## src/rtl/spi_reg_pkg.sv

```systemverilog
// Shared definitions for the SPI register link: frame layout, register map
// addresses and the controller state encoding. Imported by the controller
// and by the peripheral side so both agree on field positions and addresses.
package spi_reg_pkg;

  localparam int FRAME_W  = 16;
  localparam int RW_BIT   = 15;
  localparam int ADDR_MSB = 14;
  localparam int ADDR_LSB = 8;
  localparam int DATA_MSB = 7;
  localparam int DATA_LSB = 0;

  // Register map of the peripheral
  localparam logic [6:0] REG_OUT_7_0  = 7'h00;
  localparam logic [6:0] REG_OUT_15_8 = 7'h01;
  localparam logic [6:0] REG_PWM_7_0  = 7'h02;
  localparam logic [6:0] REG_PWM_15_8 = 7'h03;
  localparam logic [6:0] REG_DUTY     = 7'h04;

  typedef enum logic [2:0] {
    IDLE,
    SETUP,
    HIGH,
    LOW,
    GAP
  } spi_state_t;

  // Assemble an on-wire frame, MSB transmitted first.
  function automatic logic [FRAME_W-1:0] pack_frame(input logic       write,
                                                    input logic [6:0] addr,
                                                    input logic [7:0] data);
    logic [FRAME_W-1:0] f;
    f                    = '0;
    f[RW_BIT]            = write;
    f[ADDR_MSB:ADDR_LSB] = addr;
    f[DATA_MSB:DATA_LSB] = data;
    return f;
  endfunction

endpackage

```

## src/rtl/spi_clk_div.sv

```systemverilog
// Half-period tick generator for the SPI serial clock.
// Ports:
//   clk, rst_n : system clock, asynchronous active-low reset
//   restart    : reload the count to 0 (asserted on every state change)
//   tick       : high during the last cycle of each CLK_DIV-cycle phase
module spi_clk_div #(
  parameter int CLK_DIV = 4
) (
  input  logic clk,
  input  logic rst_n,
  input  logic restart,
  output logic tick
);

  localparam int CNT_W = (CLK_DIV > 1) ? $clog2(CLK_DIV) : 1;

  logic [CNT_W-1:0] cnt;

  assign tick = (cnt == CNT_W'(CLK_DIV - 1));

  always_ff @(posedge clk or negedge rst_n) begin
    if (!rst_n) begin
      cnt <= '0;
    end else if (restart || tick) begin
      cnt <= '0;
    end else begin
      cnt <= cnt + 1'b1;
    end
  end

endmodule

```

## src/rtl/spi_reg_controller.sv

```systemverilog
// SPI initiator (mode 0, MSB first) that turns one register-write command
// per valid/ready handshake into a 16-bit frame {R/W, addr[6:0], data[7:0]}.
// Ports:
//   clk, rst_n                    : system clock, asynchronous active-low reset
//   req_valid/req_ready           : command handshake (ready only in IDLE)
//   req_write, req_addr, req_wdata: command fields, latched at accept
//   SCLK, COPI, nCS               : registered serial link outputs
//   busy                          : frame in progress (accept until ready)
//   done                          : one-cycle pulse as nCS rises after a frame
module spi_reg_controller
  import spi_reg_pkg::*;
#(
  parameter int CLK_DIV = 4,
  parameter int GAP_CYC = 4
) (
  input  logic       clk,
  input  logic       rst_n,
  input  logic       req_valid,
  output logic       req_ready,
  input  logic       req_write,
  input  logic [6:0] req_addr,
  input  logic [7:0] req_wdata,
  output logic       SCLK,
  output logic       COPI,
  output logic       nCS,
  output logic       busy,
  output logic       done
);

  // The peripheral synchroniser needs each SCLK level for at least 2 clocks.
  if (CLK_DIV < 2 || CLK_DIV > 255) begin : g_bad_clk_div
    $error("spi_reg_controller: CLK_DIV must be in 2..255");
  end
  if (GAP_CYC < 1 || GAP_CYC > 255) begin : g_bad_gap_cyc
    $error("spi_reg_controller: GAP_CYC must be in 1..255");
  end

  spi_state_t          state, state_next;
  logic [FRAME_W-1:0]  frame_in;
  logic [FRAME_W-2:0]  shreg;     // bits still to be sent after the one on COPI
  logic [3:0]          bit_cnt;   // index of the bit currently on COPI
  logic [7:0]          gap_cnt;
  logic                tick;
  logic                restart;
  logic                accept;
  logic                gap_end;

  assign frame_in  = pack_frame(req_write, req_addr, req_wdata);
  assign req_ready = (state == IDLE);
  assign accept    = req_valid && req_ready;
  assign gap_end   = (gap_cnt == 8'(GAP_CYC - 1));
  // Keep the divider parked in IDLE so SETUP always starts from count 0.
  assign restart   = (state_next != state) || (state == IDLE);

  spi_clk_div #(.CLK_DIV(CLK_DIV)) u_clk_div (
    .clk     (clk),
    .rst_n   (rst_n),
    .restart (restart),
    .tick    (tick)
  );

  always_ff @(posedge clk or negedge rst_n) begin
    if (!rst_n) begin
      state <= IDLE;
    end else begin
      state <= state_next;
    end
  end

  always_comb begin
    state_next = state;
    case (state)
      IDLE:    if (req_valid) state_next = SETUP;
      SETUP:   if (tick)      state_next = HIGH;
      HIGH:    if (tick)      state_next = LOW;
      LOW:     if (tick)      state_next = (bit_cnt == 4'd0) ? GAP : HIGH;
      GAP:     if (gap_end)   state_next = IDLE;
      default:                state_next = IDLE;
    endcase
  end

  // Link outputs are registered from the next state so every pin changes
  // exactly at a clock edge, together with the state it belongs to.
  always_ff @(posedge clk or negedge rst_n) begin
    if (!rst_n) begin
      shreg   <= '0;
      bit_cnt <= '0;
      gap_cnt <= '0;
      SCLK    <= 1'b0;
      COPI    <= 1'b0;
      nCS     <= 1'b1;
      busy    <= 1'b0;
      done    <= 1'b0;
    end else begin
      SCLK <= (state_next == HIGH);
      nCS  <= (state_next == IDLE) || (state_next == GAP);
      busy <= (state_next != IDLE);
      done <= (state == LOW) && (state_next == GAP);
      case (state)
        IDLE: begin
          if (accept) begin
            COPI    <= frame_in[RW_BIT];
            shreg   <= frame_in[RW_BIT-1:0];
            bit_cnt <= 4'd15;
          end
        end
        HIGH: begin
          // Falling edge: present the next bit, or drive 0 after bit 0.
          if (tick) begin
            COPI  <= (bit_cnt == 4'd0) ? 1'b0 : shreg[FRAME_W-2];
            shreg <= {shreg[FRAME_W-3:0], 1'b0};
          end
        end
        LOW: begin
          gap_cnt <= '0;
          if (tick && bit_cnt != 4'd0) begin
            bit_cnt <= bit_cnt - 4'd1;
          end
        end
        GAP: begin
          gap_cnt <= gap_cnt + 8'd1;
        end
        default: ;
      endcase
    end
  end

endmodule
```

## config.mk

```make
export PLATFORM = sky130hd
export DESIGN_NAME = spi_reg_controller
export DESIGN_NICKNAME = d
export VERILOG_FILES = /design/src/rtl/spi_reg_pkg.sv /design/src/rtl/spi_clk_div.sv /design/src/rtl/spi_reg_controller.sv
export SDC_FILE = /design/constraint.sdc
export NUM_CORES = 1
export LEC_CHECK = 0
export ABC_AREA = 1
export CORE_AREA = 8 8 103 67
export CTS_BUF_LIST = sky130_fd_sc_hd__clkbuf_16
export CTS_CLUSTER_DIAMETER = 50
export DETAILED_ROUTE_END_ITERATION = 6
export DIE_AREA = 0 0 111 75
export MAX_ROUTING_LAYER = met4
export PLACE_DENSITY_LB_ADDON = 0.25
export SLEW_MARGIN = 30
export SYNTH_ARGS = -nofsm -noshare
export SYNTH_HDL_FRONTEND = slang
export SYNTH_SLANG_ARGS = --single-unit
```

## constraint.sdc

```tcl
create_clock -name clk -period 3.7 [get_ports clk]
set_input_delay 0.925 -clock clk [delete_from_list [all_inputs] [get_ports clk]]
set_output_delay 0.925 -clock clk [all_outputs]
set_load 0.02 [all_outputs]
```

==> summary.md <==
| Metric | Value |
|---|---|
| RSZ-0062 raised after global routing | false |
| Met3 Usage GRT | 3.182% |
| Drc violations | 0 |
| Synth top area share | 47.90% |
| Gpl congestion | 0.8206 |
| WP data arrival | 1690 ps |
| Synth top area cells | dfrtp_1 (48%), nand2_1 (13%), inv_1 (7.4%), o21ai_0 (6.9%), nand3_1 (3.5%) |
| Leak | 1.134 nW |
| # port buffers | 24 |
| CP max-delay cell | clkdlybuf4s50_1 |
| Worst-Skew Late Latency | 280 ps |
| Worst hold path class | flip-flop to flip-flop |
| Warnings, synthesis | 0 |
| Initial DRC Count | 44 |
| Post-Syn Area | 1881 sq um |
| Final #Nets | 289 |
| Met1 usage in global routing | 13.72% |
| Syn avg cell area | 7.771 sq um |
| Placed insts | 329 |
| Number of fill cells | 548 |
| Most Used Layer, Global Route | met1 |
| WS Path Type | flip-flop to output pin |
| Final hold violation count | 0 |
| Tot GR Track Use | 10.09% |
| Antenna violations before repair | 0 |
| Hpwl dp | ~2700 um |
| CP required | 2770 ps |
| CTS Sinks | 37 |
| Setup TNS | 0 ps |
| Via/cell ratio | 4.525 |
| Top-count cell post-synth | nand2_1 |
| Routed wire length | 3797 um |
| Fin cells | approximately 340 |
| Die Area | between 8000 and 9000 sq um |
| Ys async rst share | 100.0% |
| Final period utilization | 70.66% |
| Final antenna-violating net count | 0 |
| Outcome | complete, no violations |
| Grt ovf | 0 |
| CTS Hold Buffers Added | 0 |
| Max_slew headroom | between 40% and 50% |
| PwrDens | 677.7 nW/um^2 |
| Critical path cell sequence | nor2_2, nand2_1, inv_1, clkdlybuf4s50_1 |
| Fmax | about 0.38 GHz |
| Root Driver | clkbuf_16 |
| M2 GR Usage | 13.03% |
| Post-synthesis cell type count | 26 |
| I/O Pins | 25 |
| H-tree lvl count | 2 |
| Cells after Synth | 242 |
| Number of CTS-inserted buffers | 5 |
| Element type at the critical path start | flip-flop |
| Via count | 1525 |
| Peak VDD IR | 0.3269 mV |
| Clock-pin slew on the worst setup and hold paths | 50 ps |
| CP max stage delay | 600 ps |
| Initial Util | 34.91% |
| Syn-to-layout area delta | 21.76% |
| Row count | 21 |
| Number of flops mapped to enable cells by yosys | 0 |
| CTS tree | built |
| Core Footprint | 5386 sq um |
| Endpoint type of the worst setup path | output pin |
| Top cell type by total area after synthesis | dfrtp_1 |
| Vias in the first global route | 1394 |
| Post-CTS setup buffer count | 0 |
| ANT cells | 0 |
| Final Setup Violations | 0 |
| WL/cell | around 11 um |
| Max-slew violations | 0 |
| Die Height | 75 um |
| Syn nets | about 260 |
| Layout cell share with drive strength beyond 1 | 7.836% |
| Share of the yosys chip area belonging to registers | 49.30% |
| Largest net degree at the start of global routing | 38 |
| Synth top cells by count | nand2_1 (66), inv_1 (37), dfrtp_1 (36), o21ai_0 (26), nor2_1 (17) |
| Max-Cap Viols | 0 |
| Flop2flop setup slack | 2000 ps |
| Post-CTS sizing | 0 |
| Synth Register Bits | 37 |
| Die X | 111 um |
| TritonRoute pass-1 iters | 5 |
| Clock Path Buffers | 2 |
| Critical Path Fanout Max | 5 |
| Worst Max-Slew Pin Slew | 805.2 ps |
| Synth Flop Type | dfrtp_1 |
| Final Skew | 3.005 ps |
| Global-route wire length before repair | around 6500 um |
| Min Tclk post-route | 2614 ps |
==> layer usage <==
metal  wire length, um  up-vias
met3               182        8
met5                 0        -
li1                  -      811
met2              1421       29
met1              2127      677
met4                64        0
==> worst max-delay path: cells and delay by family (launching register included) <==
kind	cells	cell delay, ps
simple gates	2	290
buf+inv	2	690
flops	1	430
==> cells by family (layout without fill, tap and decap cells) <==
group | after synthesis | count (layout) | synth area share (%)
fa+ha+maj | 3 | 3 | 1.996
simple gates | 108 | 108 | 24.35
flops | 37 | 37 | 49.30
buf+inv | 47 | 73 | 10.91
xor+xnor | 1 | 1 | 0.4658
compound gates | 46 | 46 | 12.97
==> flip-flops by register name (all words and copies together), names as in the netlist <==
| name | flops |
|---|---|
| shreg | 15 |
| state | 3 |
| bit_cnt | 4 |
| u_clk_div.cnt | 2 |
| nCS | 1 |
| SCLK | 1 |
| done | 1 |
| busy | 1 |
| gap_cnt | 8 |
| COPI | 1 |
==> metrics by stage <==
stage               cell area [sq um]  worst slack (ps)  util, %  hold slack (ps)  total power [mW]
global placement                 2151              1402    39.93            426.8             1.151
floorplan                        1881              1969        -            407.9             1.028
CTS                              2290              1088    42.51            437.0             1.570
global route                     2290              1032    42.51            451.3             1.688
detailed placement               2151              1380    39.93            429.7             1.159
finish                           2290              1086    42.51            430.9             1.552
==> area by class of cell <==
type	instances	area (sq um)	area share [%]
clock inverter	3	13.76	0.6011
inverter	41	153.9	6.721
timing repair buffer	24	235.2	10.27
tap	69	86.33	3.770
sequential	37	927.1	40.49
clock buffer	5	125.1	5.464
multi-input combinational	158	748.2	32.68
==> final timing paths <==
check | startpoint | end | cells past startpoint
max | state[2]$_DFF_PN0_ | req_ready | 4
min in group asynchronous | rst_n | shreg[9]$_DFFE_PN0P_ | 1
max in group asynchronous | rst_n | COPI$_DFFE_PN0P_ | 1
min reg2reg | u_clk_div.cnt[0]$_DFF_PN0_ | u_clk_div.cnt[0]$_DFF_PN0_ | 1
min | u_clk_div.cnt[0]$_DFF_PN0_ | u_clk_div.cnt[0]$_DFF_PN0_ | 1
max reg2reg | u_clk_div.cnt[0]$_DFF_PN0_ | shreg[12]$_DFFE_PN0P_ | 6
==> cells in the final DEF (no fill, tap or decap), types with 3 or more instances in the layout <==
| cell type | Yosys | routed |
|---|---|---|
| o21ai_0 | 26 | 26 |
| dfrtp_1 | 36 | 36 |
| clkbuf_16 | 0 | 5 |
| nand3_1 | 13 | 13 |
| nand2_2 | 3 | 3 |
| clkdlybuf4s50_1 | 0 | 23 |
| inv_1 | 37 | 38 |
| o21ai_1 | 10 | 10 |
| nand4_1 | 3 | 3 |
| nand2_1 | 66 | 66 |
| a21oi_1 | 5 | 5 |
| nor2_1 | 17 | 17 |
| ha_1 | 3 | 3 |
| inv_2 | 4 | 4 |
==> power by group <==
part	leakage, nW	switching [mW]	total, mW	internal, mW
logic	0.597	0.351	0.545	0.193
registers	0.462	0.0586	0.603	0.544
clock network	0.0748	0.160	0.404	0.244
total	1.13	0.570	1.55	0.982
Note: power is estimated with default switching activity, not from simulation.
